[src/rtl/packet_gen_pkg.sv]
// packet_gen_pkg: shared states, lane width and beat/keep helpers for packet_gen
package packet_gen_pkg;
  typedef enum logic [1:0] {IDLE, SEND, GAP} state_t;
  localparam int LANE_W = 64;
  function automatic logic [15:0] beat_count(input logic [15:0] len, input int bpb);
    return 16'((int'(len) + bpb - 1) / bpb);
  endfunction
  function automatic logic keep_bit(input logic [15:0] rem, input int k);
    return rem == 16'd0 || k < int'(rem);
  endfunction
endpackage

[src/rtl/packet_gen_if.sv]
// packet_gen_if: AXI-Stream transmit bundle with master/slave views
interface packet_gen_if #(parameter int DW = 512);
  logic [DW-1:0]   tdata;
  logic [DW/8-1:0] tkeep;
  logic [1:0]      tuser;
  logic            tlast;
  logic            tvalid;
  logic            tready;
  modport master(output tdata, tkeep, tuser, tlast, tvalid, input tready);
  modport slave(input tdata, tkeep, tuser, tlast, tvalid, output tready);
endinterface

[src/rtl/packet_gen_beat.sv]
// packet_gen_beat: builds one beat's tdata/tkeep/tlast from packet, beat, beat count and remainder
module packet_gen_beat import packet_gen_pkg::*; #(parameter int DW = 512) (
  input  logic [31:0]     p,
  input  logic [15:0]     b,
  input  logic [15:0]     n,
  input  logic [15:0]     r,
  output logic [DW-1:0]   tdata,
  output logic [DW/8-1:0] tkeep,
  output logic            tlast
);
  localparam int KW = DW / 8;
  logic [DW-1:0] w_raw;
  assign tlast = b == n - 16'd1;
  for (genvar j = 0; j < DW / LANE_W; j++) begin : g_lane
    assign w_raw[j*LANE_W +: LANE_W] = {p, b, 16'(j)};
  end
  for (genvar k = 0; k < KW; k++) begin : g_byte
    assign tkeep[k] = tlast ? keep_bit(r, k) : 1'b1;
    assign tdata[k*8 +: 8] = tkeep[k] ? w_raw[k*8 +: 8] : 8'd0;
  end
endmodule

[src/rtl/packet_gen.sv]
// packet_gen: deterministic AXI-Stream packet source for the 100GbE transmit path
module packet_gen import packet_gen_pkg::*; #(parameter int DW = 512) (
  input  logic        clk,
  input  logic        resetn,
  input  logic        start,
  input  logic        stop,
  input  logic [15:0] pkt_len,
  input  logic [31:0] pkt_count,
  input  logic [7:0]  gap_cycles,
  output logic        busy,
  output logic [31:0] packets_sent,
  packet_gen_if.master axis_tx
);
  localparam int KW = DW / 8;
  state_t          r_state, w_state;
  logic [15:0]     r_n, w_n, r_r, w_r, r_b, w_b;
  logic [31:0]     r_p, w_p, r_cnt, w_cnt, r_sent, w_sent;
  logic [7:0]      r_gap, w_gap, r_gcnt, w_gcnt;
  logic            r_stop, w_stop, r_busy, w_busy, r_valid, w_valid, r_tlast;
  logic            w_fire, w_end, w_tlast;
  logic [DW-1:0]   r_tdata, w_tdata;
  logic [KW-1:0]   r_tkeep, w_tkeep;
  packet_gen_beat #(.DW(DW)) u_beat (
    .p(w_p), .b(w_b), .n(w_n), .r(w_r),
    .tdata(w_tdata), .tkeep(w_tkeep), .tlast(w_tlast)
  );
  always_comb begin
    w_state = r_state;
    w_n = r_n;
    w_r = r_r;
    w_b = r_b;
    w_p = r_p;
    w_cnt = r_cnt;
    w_sent = r_sent;
    w_gap = r_gap;
    w_gcnt = r_gcnt;
    w_stop = r_stop | stop;
    w_busy = r_busy;
    w_valid = r_valid;
    w_fire = r_valid & axis_tx.tready;
    w_end = w_fire && r_b == r_n - 16'd1;
    case (r_state)
      IDLE: begin
        w_stop = 1'b0;
        if (start && pkt_len != 16'd0) begin
          w_state = SEND;
          w_n = beat_count(pkt_len, KW);
          w_r = 16'(int'(pkt_len) % KW);
          w_cnt = pkt_count;
          w_gap = gap_cycles;
          w_sent = '0;
          w_p = '0;
          w_b = '0;
          w_busy = 1'b1;
          w_valid = 1'b1;
        end
      end
      SEND: begin
        if (w_end) begin
          w_sent = r_sent + 32'(r_sent != '1);
          w_p = r_p + 32'd1;
          w_b = '0;
          w_stop = 1'b0;
          if ((r_cnt != '0 && w_sent == r_cnt) || r_stop || stop) begin
            w_state = IDLE;
            w_busy = 1'b0;
            w_valid = 1'b0;
          end else if (r_gap != '0) begin
            w_state = GAP;
            w_gcnt = r_gap;
            w_valid = 1'b0;
          end
        end else if (w_fire) begin
          w_b = r_b + 16'd1;
        end
      end
      GAP: begin
        if (stop) begin
          w_state = IDLE;
          w_busy = 1'b0;
        end else if (r_gcnt == 8'd1) begin
          w_state = SEND;
          w_valid = 1'b1;
        end else begin
          w_gcnt = r_gcnt - 8'd1;
        end
      end
      default: w_state = IDLE;
    endcase
  end
  always_ff @(posedge clk or negedge resetn) begin
    if (!resetn) begin
      r_state <= IDLE;
      r_n <= '0;
      r_r <= '0;
      r_b <= '0;
      r_p <= '0;
      r_cnt <= '0;
      r_sent <= '0;
      r_gap <= '0;
      r_gcnt <= '0;
      r_stop <= 1'b0;
      r_busy <= 1'b0;
      r_valid <= 1'b0;
      r_tlast <= 1'b0;
      r_tdata <= '0;
      r_tkeep <= '0;
    end else begin
      r_state <= w_state;
      r_n <= w_n;
      r_r <= w_r;
      r_b <= w_b;
      r_p <= w_p;
      r_cnt <= w_cnt;
      r_sent <= w_sent;
      r_gap <= w_gap;
      r_gcnt <= w_gcnt;
      r_stop <= w_stop;
      r_busy <= w_busy;
      r_valid <= w_valid;
      r_tlast <= w_valid ? w_tlast : 1'b0;
      r_tdata <= w_valid ? w_tdata : '0;
      r_tkeep <= w_valid ? w_tkeep : '0;
    end
  end
  assign busy = r_busy;
  assign packets_sent = r_sent;
  assign axis_tx.tdata = r_tdata;
  assign axis_tx.tkeep = r_tkeep;
  assign axis_tx.tlast = r_tlast;
  assign axis_tx.tvalid = r_valid;
  assign axis_tx.tuser = 2'b00;
endmodule
[src/flat_wrapper.sv]
// flat-port wrapper written by rule: the top's interface ports become plain ports
module packet_gen_flat import packet_gen_pkg::*;
#(parameter int DW = 512)
  (clk, resetn, start, stop, pkt_len, pkt_count, gap_cycles, busy, packets_sent, axis_tx_tdata, axis_tx_tkeep, axis_tx_tuser, axis_tx_tlast, axis_tx_tvalid, axis_tx_tready);
  packet_gen_if #(.DW(DW)) axis_tx_i ();
  input  logic clk;
  input  logic resetn;
  input  logic start;
  input  logic stop;
  input  logic [15:0] pkt_len;
  input  logic [31:0] pkt_count;
  input  logic [7:0] gap_cycles;
  output logic busy;
  output logic [31:0] packets_sent;
  output wire logic [$bits(axis_tx_i.tdata)-1:0] axis_tx_tdata;
  output wire logic [$bits(axis_tx_i.tkeep)-1:0] axis_tx_tkeep;
  output wire logic [$bits(axis_tx_i.tuser)-1:0] axis_tx_tuser;
  output wire logic [$bits(axis_tx_i.tlast)-1:0] axis_tx_tlast;
  output wire logic [$bits(axis_tx_i.tvalid)-1:0] axis_tx_tvalid;
  input wire logic [$bits(axis_tx_i.tready)-1:0] axis_tx_tready;
  assign axis_tx_tdata = axis_tx_i.tdata;
  assign axis_tx_tkeep = axis_tx_i.tkeep;
  assign axis_tx_tuser = axis_tx_i.tuser;
  assign axis_tx_tlast = axis_tx_i.tlast;
  assign axis_tx_tvalid = axis_tx_i.tvalid;
  assign axis_tx_i.tready = axis_tx_tready;
  packet_gen #(.DW(DW)) u_core (.clk(clk), .resetn(resetn), .start(start), .stop(stop), .pkt_len(pkt_len), .pkt_count(pkt_count), .gap_cycles(gap_cycles), .busy(busy), .packets_sent(packets_sent), .axis_tx(axis_tx_i));
endmodule
[config.mk]
export PLATFORM = sky130hd
export DESIGN_NAME = packet_gen_flat
export DESIGN_NICKNAME = d
export VERILOG_FILES = /design/src/rtl/packet_gen_pkg.sv /design/src/rtl/packet_gen_if.sv /design/src/rtl/packet_gen_beat.sv /design/src/rtl/packet_gen.sv /design/src/flat_wrapper.sv
export SDC_FILE = /design/constraint.sdc
export NUM_CORES = 1
export LEC_CHECK = 0
export ABC_AREA = 1
export CORE_AREA = 2 2 264 266
export DETAILED_ROUTE_END_ITERATION = 8
export DIE_AREA = 0 0 266 268
export GPL_ROUTABILITY_DRIVEN = 0
export PLACE_DENSITY_LB_ADDON = 0.25
export SYNTH_ARGS = -nofsm -noshare
export SYNTH_HDL_FRONTEND = slang
export SYNTH_SLANG_ARGS = --single-unit
[constraint.sdc]
create_clock -name clk -period 3.47 [get_ports clk]
set_clock_uncertainty 0.05 [all_clocks]
set_input_delay 0.5205 -clock clk [delete_from_list [all_inputs] [get_ports clk]]
set_output_delay 0.5205 -clock clk [all_outputs]
set_load 0.01 [all_outputs]
* After elaboration in Yosys (flattened, before gate mapping) *
Cells that the tools add are included.

word-level totals
  flip-flop bits (word level) = 742
  output and inout port bits = 613
  word-level logic and storage cells = 354

operators by class
  add/sub/neg operators = 9
  order comparisons = 64
  equal/unequal tests = 17
  mux-type cells = 163
  bitwise logic cells = 3
  reduce and logical (&&, ||, !) cells = 83

operators with widths
  cell                                                                           count
  6-bit by 16-bit less-than comparator with 1-bit output (first input constant)  32
  512-bit 2-to-1 mux                                                             1
  8-bit 2-to-1 mux                                                               53
  5-bit by 16-bit less-than comparator with 1-bit output (first input constant)  16
  4-bit by 16-bit less-than comparator with 1-bit output (first input constant)  8
  32-bit 2-to-1 mux                                                              4
  32-bit case mux with 2 select lines                                            2
  16-bit 2-to-1 mux                                                              7
  1-bit 2-to-1 mux                                                               77
  1-bit logical OR                                                               66
  3-bit by 16-bit less-than comparator with 1-bit output (first input constant)  4
  64-bit 2-to-1 mux                                                              1
  32-bit by 1-bit adder with 32-bit output                                       1
  32-bit by 1-bit adder with 32-bit output (second input constant)               1
  16-bit equality test                                                           2
  32-bit equality test                                                           1
  1-bit by 16-bit less-than comparator with 1-bit output (first input constant)  2
  2-bit by 16-bit less-than comparator with 1-bit output (first input constant)  2
  32-bit != test (second input constant)                                         1
  16-bit case mux with 2 select lines                                            1
  32-bit nonzero test                                                            1
  16-bit by 1-bit subtractor with 16-bit output (second input constant)          2
  17-bit by 1-bit subtractor with 18-bit output (second input constant)          1
  16-bit by 7-bit adder with 17-bit output (second input constant)               1
  31 further kinds                                                               52

* Logic depth before layout (Yosys ltp) *
Gate-level depths: netlist of the first run.

  word-level depth = 12
  depth in mapped cells = 28
  depth with buffers taken out = 26

* Cells and area by module *
From an unflattened synthesis of the first run, not the netlist that was laid out.

second synthesis, totals
  cells, all modules = 4,885
  area total of the unflattened synthesis = 40,309.9 um2

by module, submodules not included
  module           instances  cells each  area each (um2)
  packet_gen       1          3,422       33,557.2
  packet_gen_beat  1          1,463       6,752.7

* Least setup slack after synthesis of the first run *
Ideal clock, no wire load.

  path type = flip-flop to flip-flop
  start = register u_core.r_sent[1], in the netlist u_core.packets_sent[1]
  end = register u_core.r_tdata[232], in the netlist u_core.axis_tx.tdata[232]
  setup time = 0.124 ns
  arrival = 3.158 ns
  setup slack = 0.138 ns
  cell stages (with the launch flop) = 29
  path buffers = 2
  clock period less this slack = 3.332 ns
  cells stage by stage = dfrtp_1 inv_1 nor4_1 nand3_1 nor4_1 nand2_1 ha_1 nand3_1 inv_1 nand2_1 nor2_1 inv_1 nand2_1 nand2_1 nand2_1 nand2_1 nand3_1 nor2_1 nand2_1 nor2_1 nand3_2 nand3_1 nand2_1 nand2_1 a21oi_2 buf_4 buf_6 nand2_2 nor2_1

between the ends
  cells in the longest elaborated chain, start to end = 10

RTL lines
  what                                        RTL line           source
  start: declaration                          packet_gen.sv:17   logic [31:0] r_p, w_p, r_cnt, w_cnt, r_sent, w_sent;
  start signal: assignment                    packet_gen.sv:115  r_sent <= w_sent;
  32-bit != test                              packet_gen.sv:60   w_sent = r_sent + 32'(r_sent != '1);
  32-bit by 1-bit adder with 32-bit output *  packet_gen.sv:60
  32-bit equality test *                      packet_gen.sv:64   if ((r_cnt != '0 && w_sent == r_cnt) || r_stop || stop) begin
  1-bit logical AND *                         packet_gen.sv:64
  1-bit logical OR * (2 in series)            packet_gen.sv:64
  1-bit 2-to-1 mux *                          packet_gen.sv:64
  1-bit 2-to-1 mux *                          packet_gen.sv:59   if (w_end) begin
  1-bit case mux with 3 select lines *        packet_gen.sv:42   case (r_state)
  512-bit 2-to-1 mux *                        packet_gen.sv:122  r_tdata <= w_valid ? w_tdata : '0;
  end signal: assignment                      packet_gen.sv:122
  end: declaration                            packet_gen.sv:21   logic [DW-1:0] r_tdata, w_tdata;

Every way passes the cells marked *; elsewhere a longest branch is shown, timed or not.
A chain may end at the register's enable or synchronous reset.

* Worst setup path in the final report of the first run *
  start = register u_core.r_sent[10], in the netlist u_core.packets_sent[10]
  end = register u_core.r_tdata[112], in the netlist u_core.axis_tx.tdata[112]

Same word-level chain as after synthesis.

==> impl_metrics.csv, run 1 <==
group,metric,value,unit
outcome,status,"complete, but fails checks",
outcome,failed_checks,"negative setup slack",
synth,synth-warning-count,0,
routing,drt_pass1_iterations,6,
worst_setup_path,end_kind,"register",
synth,synth_area_leaders,"sky130_fd_sc_hd__dfrtp_1 (57%), sky130_fd_sc_hd__nand2_1 (8.4%), sky130_fd_sc_hd__nor2_1 (8.1%)",
pwr,total_switching_power,11.2,mW
worst_setup_path,cp.required,3.89,ns
finish,layout_common_cells,"sky130_fd_sc_hd__dfrtp_1 (613), sky130_fd_sc_hd__nand2_1 (576), sky130_fd_sc_hd__clkdlybuf4s50_1 (549), sky130_fd_sc_hd__nor2_1 (494), sky130_fd_sc_hd__buf_4 (386)",
clock_tree,clock-sinks,613,
sta,worst_hold_slack,0.395,ns
worst_setup_path,crit_path_start_kind,"register",
global_routing,grt_max_degree,87,
sta,finalMaxSlewViolations,0,
sta,min_period_over_period,107,%
finish,layout.area.seq,15300,um2
floorplanning,design.die.area,71300,um2
synth,netlist.top_cell.by_area,"sky130_fd_sc_hd__dfrtp_1",
finish,utilization,60.5,%
routing,drc_violation_count_after_routing,0,
worst_setup_path,startpoint,"u_core.packets_sent[10]",
place,dp.final_hpwl,68.7,mm
pwr,share_comb_of_total_power,44.8,%
finish,nets,4214,
global_routing,first_global_vias,23900,
worst_setup_path,critPathMaxFanout,7,
sta,report.final.setup_viol,455,
sta,timing_worst_slew_pin_value,0.904,ns
floorplanning,initial_core_util,39.8,%
global_routing,grt_pass1_wl,141,mm
synth,ys_seq_area_share,56.6,%
global_routing,grt_overflow_total,0,
floorplanning,fp-row-count,96,
synth,yosys.area.top_type_share,56.6,%
floorplanning,chipHeight,268,um
clock_tree,worst_setup_hold_path_clk_slew,0.06,ns
sta,grt_setup_unrepaired,"yes",
routing,finalWirelength,94.9,mm
worst_hold_path,hold_class,"in2reg",
clock_tree,clkLatencyLatePin,0.61,ns
floorplanning,coreArea,68200,um2
clock_tree,htree_levels,3,
clock_tree,cts_tree,"done",
pwr,fin_total_pwr,29.2,mW
worst_setup_path,critPathKind,"reg2reg",
worst_setup_path,worstRegToRegCells,27,
routing,drt-wirelength-per-cell,18.7,um
pwr,power.density_cell_area,708,nW/um2
pwr,pwr-share-clk,26.0,%
pwr,internal-power,18.0,mW
worst_setup_path,critical_path_arrival,4.13,ns
clock_tree,cts-root-to-sink-buffers,3,
worst_setup_path,worstSetupEndpoint,"u_core.axis_tx.tdata[112]",
pwr,vdd_ir_drop_max,547,uV
finish,syn_to_final_growth,52.2,%
routing,drtAntennaViolNets,0,
pwr,switching_share_of_power,38.4,%
clock_tree,cts_root_buffer_type,"sky130_fd_sc_hd__clkbuf_16",
routing,via_count,24700,
sta,timing.final.hold_violations,0,
sta,max_slew_margin,39.7,%
synth,postSynthAreaPerCell,8.68,um2
sta,fmaxAchievable,0.269,GHz
global_routing,grt_usage,25.9,%
finish,drive_gt1_share,21.9,%
worst_setup_path,crit-reg2reg-launch,"u_core.packets_sent[10]",
global_routing,antenna_found_initial,5,
routing,via_per_inst,4.87,
clock_tree,cts_made_buffers,69,
place,preCtsSetupSlack,-0.942,ns
flow_run,maxCapViolCount,0,
sta,period_needed,3.71,ns
sta,worst_slack,-0.243,ns
synth,mapped_area,27100,um2
floorplanning,die_w,266,um
routing,drt_first_iter_violations,1974,
finish,final_common_cell,"sky130_fd_sc_hd__dfrtp_1",
worst_hold_path,timing.hold.worst.start,"gap_cycles[0]",
synth,synthesis.instances,3123,
place,port_buffers,555,
synth,netlist-cell-type-count,47,
pwr,power.leakage,19.6,nW
pwr,pwr-share-seq,29.1,%
worst_setup_path,critical_path.reg2reg.endpoint,"u_core.axis_tx.tdata[112]",
finish,fillers,5778,
worst_setup_path,ff2ff_setup_slack,-0.24,ns
synth,postSynthRegisterBits,613,
floorplanning,num_io_pins,674,
finish,multiInputGateArea,11000,um2
==> power by group through the flow <==
stage | combinational [mW] | clock (mW) | sequential (mW)
2_1_floorplan | 5.10 | 0 | 8.74
3_5_place_dp | 10.5 | 0 | 8.62
6_report | 13.1 | 7.61 | 8.52
3_3_place_gp | 10.4 | 0 | 8.61
5_1_grt | 14.1 | 8.03 | 8.60
4_1_cts | 12.0 | 7.74 | 8.52
==> area by class of cell <==
type                            instances  share of cell area [%]
Inverter                              368                    3.36
Timing Repair Buffer                 1023                    24.4
Clock buffer                           98                    4.84
Clock inverter                         26                   0.885
Antenna cell                            2                  0.0121
Sequential cell                       613                    37.2
Multi-Input combinational cell       2065                    26.7
Tap cell                              882                    2.67
==> cell usage after synthesis, drive strengths merged <==
master	count
a211oi	12
a21oi	32
xnor3	2
buf	168
a32o	1
o21bai	2
ha	13
nand3	214
or2	10
nor3b	2
clkinv	3
o22ai	29
dfrtp	613
o211ai	19
and2	2
clkbuf	38
o21ai	142
nand3b	11
nor3	50
o21a	1
nand4	40
nand2	658
o2111ai	1
a21o	2
nor2	605
xor2	52
inv	365
nor4	27
conb	1
xnor2	8
==> stage by stage <==
| stage | setup TNS (ns) | instances | area, um2 |
|---|---|---|---|
| 6_report | -74.51 | 5077 | 41300 |
| 5_1_grt | -169.51 | 5075 | 41300 |
| 4_1_cts | -75.91 | 5057 | 40200 |
| 3_5_place_dp | -379.75 | 4905 | 36800 |
| 3_3_place_gp | -392.75 | 4905 | 36800 |
| 2_1_floorplan | 0 | 3240 | 27600 |
==> flip-flops by register name, indices dropped and copies added, names as in the netlist <==
name and flops:
u_core.axis_tx.tdata 384, u_core.axis_tx.tkeep 64, u_core.axis_tx.tlast 1, u_core.busy 1
u_core.packets_sent 32, u_core.r_b 16, u_core.r_cnt 32, u_core.r_gap 8
u_core.r_gcnt 8, u_core.r_n 16, u_core.r_p 32, u_core.r_r 16
u_core.r_state 2, u_core.r_stop 1
==> layer usage <==
| layer | wire [um] | share of wire [%] | GRT usage, % |
|---|---|---|---|
| met1 | 38400 | 40 | 32.8 |
| met3 | 6980 | 7.4 | 6.22 |
| met4 | 3290 | 3.5 | 9.06 |
| met2 | 46200 | 49 | 43.5 |
| met5 | 29 | 0.031 | 0 |
==> worst min path at each step <==
stage	slack (ns)	to	depth (start not counted)
5_1_grt	0.40	u_core.r_gap[4]	3
3_3_place_gp	0.40	u_core.r_r[13]	2
2_1_floorplan	0.17	u_core.axis_tx.tdata[100]	0
6_report	0.40	u_core.r_gap[0]	3
4_1_cts	0.36	u_core.r_gap[0]	3
3_5_place_dp	0.41	u_core.r_r[12]	2
==> timing repair <==
action / CTS / global route
endpoints found under the hold margin: 59 / 0
pin swaps: 24 / 39
buffers inserted: 16 / 10
gates cloned: 11 / 9
resized for setup: 144 / 210
hold buffers: 1 / 0
setup endpoints to repair: 459 / 460
==> cells by family after synthesis <==
group	Yosys count	synth area share, %
buf+inv	574	10.2
fa+ha+maj	13	0.600
xor+xnor	62	2.10
other cells	1	0.0138
compound gates	241	5.02
simple gates	1619	25.5
flops	613	56.6
==> worst max-delay path, stage by stage, from the launching register on <==
cell	delay (ns)
sky130_fd_sc_hd__dfrtp_1	0.39
sky130_fd_sc_hd__nand2_2	0.09
sky130_fd_sc_hd__nor2_1	0.06
sky130_fd_sc_hd__nand2_1	0.12
sky130_fd_sc_hd__nor2_4	0.08
sky130_fd_sc_hd__nand2_4	0.09
sky130_fd_sc_hd__ha_4	0.14
sky130_fd_sc_hd__nand2_4	0.05
sky130_fd_sc_hd__nor2_4	0.19
sky130_fd_sc_hd__nand2_4	0.10
sky130_fd_sc_hd__nor2_4	0.25
sky130_fd_sc_hd__buf_6	0.15
sky130_fd_sc_hd__xnor3_1	0.20
sky130_fd_sc_hd__nor2_1	0.11
sky130_fd_sc_hd__nand2_1	0.07
sky130_fd_sc_hd__nor2_2	0.17
sky130_fd_sc_hd__nand2_2	0.09
sky130_fd_sc_hd__nor2_2	0.12
sky130_fd_sc_hd__nand3_2	0.10
sky130_fd_sc_hd__nand3_2	0.08
sky130_fd_sc_hd__nand2_2	0.06
sky130_fd_sc_hd__nand2_2	0.08
sky130_fd_sc_hd__a21oi_4	0.06
sky130_fd_sc_hd__buf_12	0.15
sky130_fd_sc_hd__buf_16	0.17
sky130_fd_sc_hd__buf_12	0.16
sky130_fd_sc_hd__nand2_8	0.10
sky130_fd_sc_hd__nor2_4	0.04
No activity file was read; power rests on OpenSTA's default activity.
==> run 2: changes to the inputs <==
--- a/config.mk
+++ b/config.mk
@@ -6,9 +6,10 @@
 export NUM_CORES = 1
 export LEC_CHECK = 0
 export ABC_AREA = 1
-export CORE_AREA = 2 2 264 266
+export CELL_PAD_IN_SITES_DETAIL_PLACEMENT = 1
+export CELL_PAD_IN_SITES_GLOBAL_PLACEMENT = 1
+export CORE_UTILIZATION = 33
 export DETAILED_ROUTE_END_ITERATION = 8
-export DIE_AREA = 0 0 266 268
 export GPL_ROUTABILITY_DRIVEN = 0
 export PLACE_DENSITY_LB_ADDON = 0.25
 export SYNTH_ARGS = -nofsm -noshare
==> run 2 against run 1 <==
Against the previous run: the run still ends with negative setup slack left; critical path depth unchanged; critical endpoint is now u_core.axis_tx.tkeep[49]; cell area increased by 3.6%; worst setup slack got worse by 0.24 ns; count of clock-buffer cells in the layout decreased by 4; register-to-register slack got worse by 0.24 ns; hold slack improved by 0.0092 ns; sequential cell count unchanged; via count increased by 3.3%; global-route usage about the same; highest routed layer unchanged.
==> impl_metrics.csv, run 2 (synthesis results as in run 1) <==
group,metric,value,unit
clock_tree,clock-sinks,613,
routing,via_per_inst,4.81,
place,preCtsSetupSlack,-1.20,ns
finish,syn_to_final_growth,57.7,%
sta,fmaxAchievable,0.253,GHz
global_routing,antenna_found_initial,5,
outcome,failed_checks,"negative setup slack",
pwr,power.leakage,20.0,nW
worst_setup_path,ff2ff_setup_slack,-0.48,ns
finish,nets,4263,
routing,drt_pass1_iterations,7,
worst_setup_path,end_kind,"register",
worst_setup_path,critical_path.reg2reg.endpoint,"u_core.axis_tx.tkeep[49]",
sta,period_needed,3.95,ns
floorplanning,design.die.area,83300,um2
clock_tree,cts_tree,"done",
clock_tree,cts_made_buffers,71,
worst_setup_path,critical_path_arrival,4.40,ns
sta,finalMaxSlewViolations,0,
sta,worst_hold_slack,0.404,ns
global_routing,grt_pass1_wl,163,mm
pwr,vdd_ir_drop_max,485,uV
sta,worst_slack,-0.482,ns
pwr,power.density_cell_area,747,nW/um2
clock_tree,htree_levels,3,
sta,grt_setup_unrepaired,"yes",
worst_hold_path,hold_class,"in2reg",
finish,final_common_cell,"sky130_fd_sc_hd__dfrtp_1",
global_routing,grt_usage,25.8,%
routing,drtAntennaViolNets,0,
worst_setup_path,critPathKind,"reg2reg",
pwr,fin_total_pwr,31.9,mW
sta,timing_worst_slew_pin_value,0.799,ns
worst_setup_path,worstRegToRegCells,27,
sta,max_slew_margin,46.2,%
outcome,status,"complete, but fails checks",
worst_setup_path,startpoint,"u_core.packets_sent[30]",
worst_setup_path,maximum_cell_stage_delay_along_the_critical_path,0.35,ns
worst_setup_path,crit-reg2reg-launch,"u_core.packets_sent[30]",
place,postPlaceCellArea,36900,um2
worst_hold_path,worst_hold_path.num_cells,3,
sta,min_period_over_period,114,%
worst_setup_path,cp.required,3.92,ns
routing,drc_violation_count_after_routing,0,
place,port_buffers,555,
routing,drt-wirelength-per-cell,21.5,um
global_routing,grt_max_degree,93,
floorplanning,fp-row-count,104,
place,dp.final_hpwl,78.1,mm
worst_setup_path,worstSetupEndpoint,"u_core.axis_tx.tkeep[49]",
sta,tns_setup,-174.32,ns
finish,post-route-cell-area,42800,um2
sta,report.final.setup_viol,461,
routing,finalWirelength,114,mm
finish,fillers,9074,
global_routing,first_global_vias,27000,
floorplanning,chipHeight,289,um
floorplanning,num_io_pins,674,
global_routing,grt_overflow_total,0,
floorplanning,initial_core_util,33.5,%
clock_tree,cts-root-to-sink-buffers,3,
routing,via_count,25500,
worst_hold_path,timing.hold.worst.start,"gap_cycles[7]",
flow_run,maxCapViolCount,0,
floorplanning,coreArea,80900,um2
finish,layout_common_cells,"sky130_fd_sc_hd__dfrtp_1 (613), sky130_fd_sc_hd__nand2_1 (577), sky130_fd_sc_hd__clkdlybuf4s50_1 (548), sky130_fd_sc_hd__nor2_1 (423), sky130_fd_sc_hd__buf_4 (420)",
clock_tree,cts_root_buffer_type,"sky130_fd_sc_hd__clkbuf_16",
finish,largest_register_ff_count,384,
worst_setup_path,critPathMaxFanout,8,
worst_setup_path,worst_path_max_delay_cell,"sky130_fd_sc_hd__dfrtp_1",
routing,drt_first_iter_violations,1276,
clock_tree,clkLatencyLatePin,0.64,ns
sta,timing.final.hold_violations,0,
floorplanning,die_w,289,um
clock_tree,worst_setup_hold_path_clk_slew,0.06,ns
worst_setup_path,crit_path_start_kind,"register",
finish,drive_gt1_share,24.8,%
run 2: worst min path at each step:
stage	endpoint	slack, ns
after floorplan	u_core.axis_tx.tdata[100]	0.17
after global placement	u_core.r_r[13]	0.40
after detailed placement	u_core.r_r[11]	0.41
after CTS	u_core.r_gap[7]	0.37
after global routing	u_core.r_gap[1]	0.41
final	u_core.r_gap[7]	0.40
run 2: where the power goes:
| part | switching [mW] | internal [mW] | total [mW] |
|---|---|---|---|
| Combinational | 8.87 | 6.27 | 15.1 |
| Clock | 3.27 | 5.01 | 8.28 |
| Sequential | 0.481 | 8.03 | 8.51 |
| Total | 12.6 | 19.3 | 31.9 |
run 2: stage by stage:
stage | cells | util, %
2_1_floorplan | 3240 | -
3_3_place_gp | 5090 | 45.6
3_5_place_dp | 5090 | 45.6
4_1_cts | 5271 | 50.7
5_1_grt | 5305 | 52.9
6_report | 5306 | 52.9
run 2: what timing repair did:
item / 4_1_cts / 5_1_grt
resized for setup: 187 / 303
gates cloned: 15 / 23
hold endpoints to repair: 45 / 0
endpoints found under the setup margin: 460 / 461
pin swaps: 44 / 54
hold buffers: 1 / 0
setup buffers: 39 / 14
run 2: area by class of cell:
cell class | instances | area, um2 | area share, %
clock inverters | 35 | 597 | 1.40
diodes | 1 | 2.50 | 0.00585
repair buffers | 1062 | 10500 | 24.5
well taps | 1060 | 1330 | 3.10
clock buffers | 94 | 2000 | 4.68
inverters | 368 | 1390 | 3.24
flip-flops and latches | 613 | 15300 | 35.9
multi-input cells | 2073 | 11600 | 27.2
run 2: critical path, delay by kind of cell (launching register included):
kind	cells	cell delay [ns]
AO/OA/AOI/OAI	1	0.09
AND/OR/NAND/NOR	19	2.41
flip-flops	1	0.35
buffers and inverters	6	0.73
adder cells (fa/ha/maj)	1	0.19
run 2: per-layer routing:
metal | vias up | global-route usage (%) | wire [um]
met4 | 6 | 7.88 | 3110
met5 | - | 0 | 36
li1 | 11800 | - | -
met2 | 686 | 44.1 | 56300
met1 | 12900 | 32.3 | 47300
met3 | 166 | 6.05 | 7170
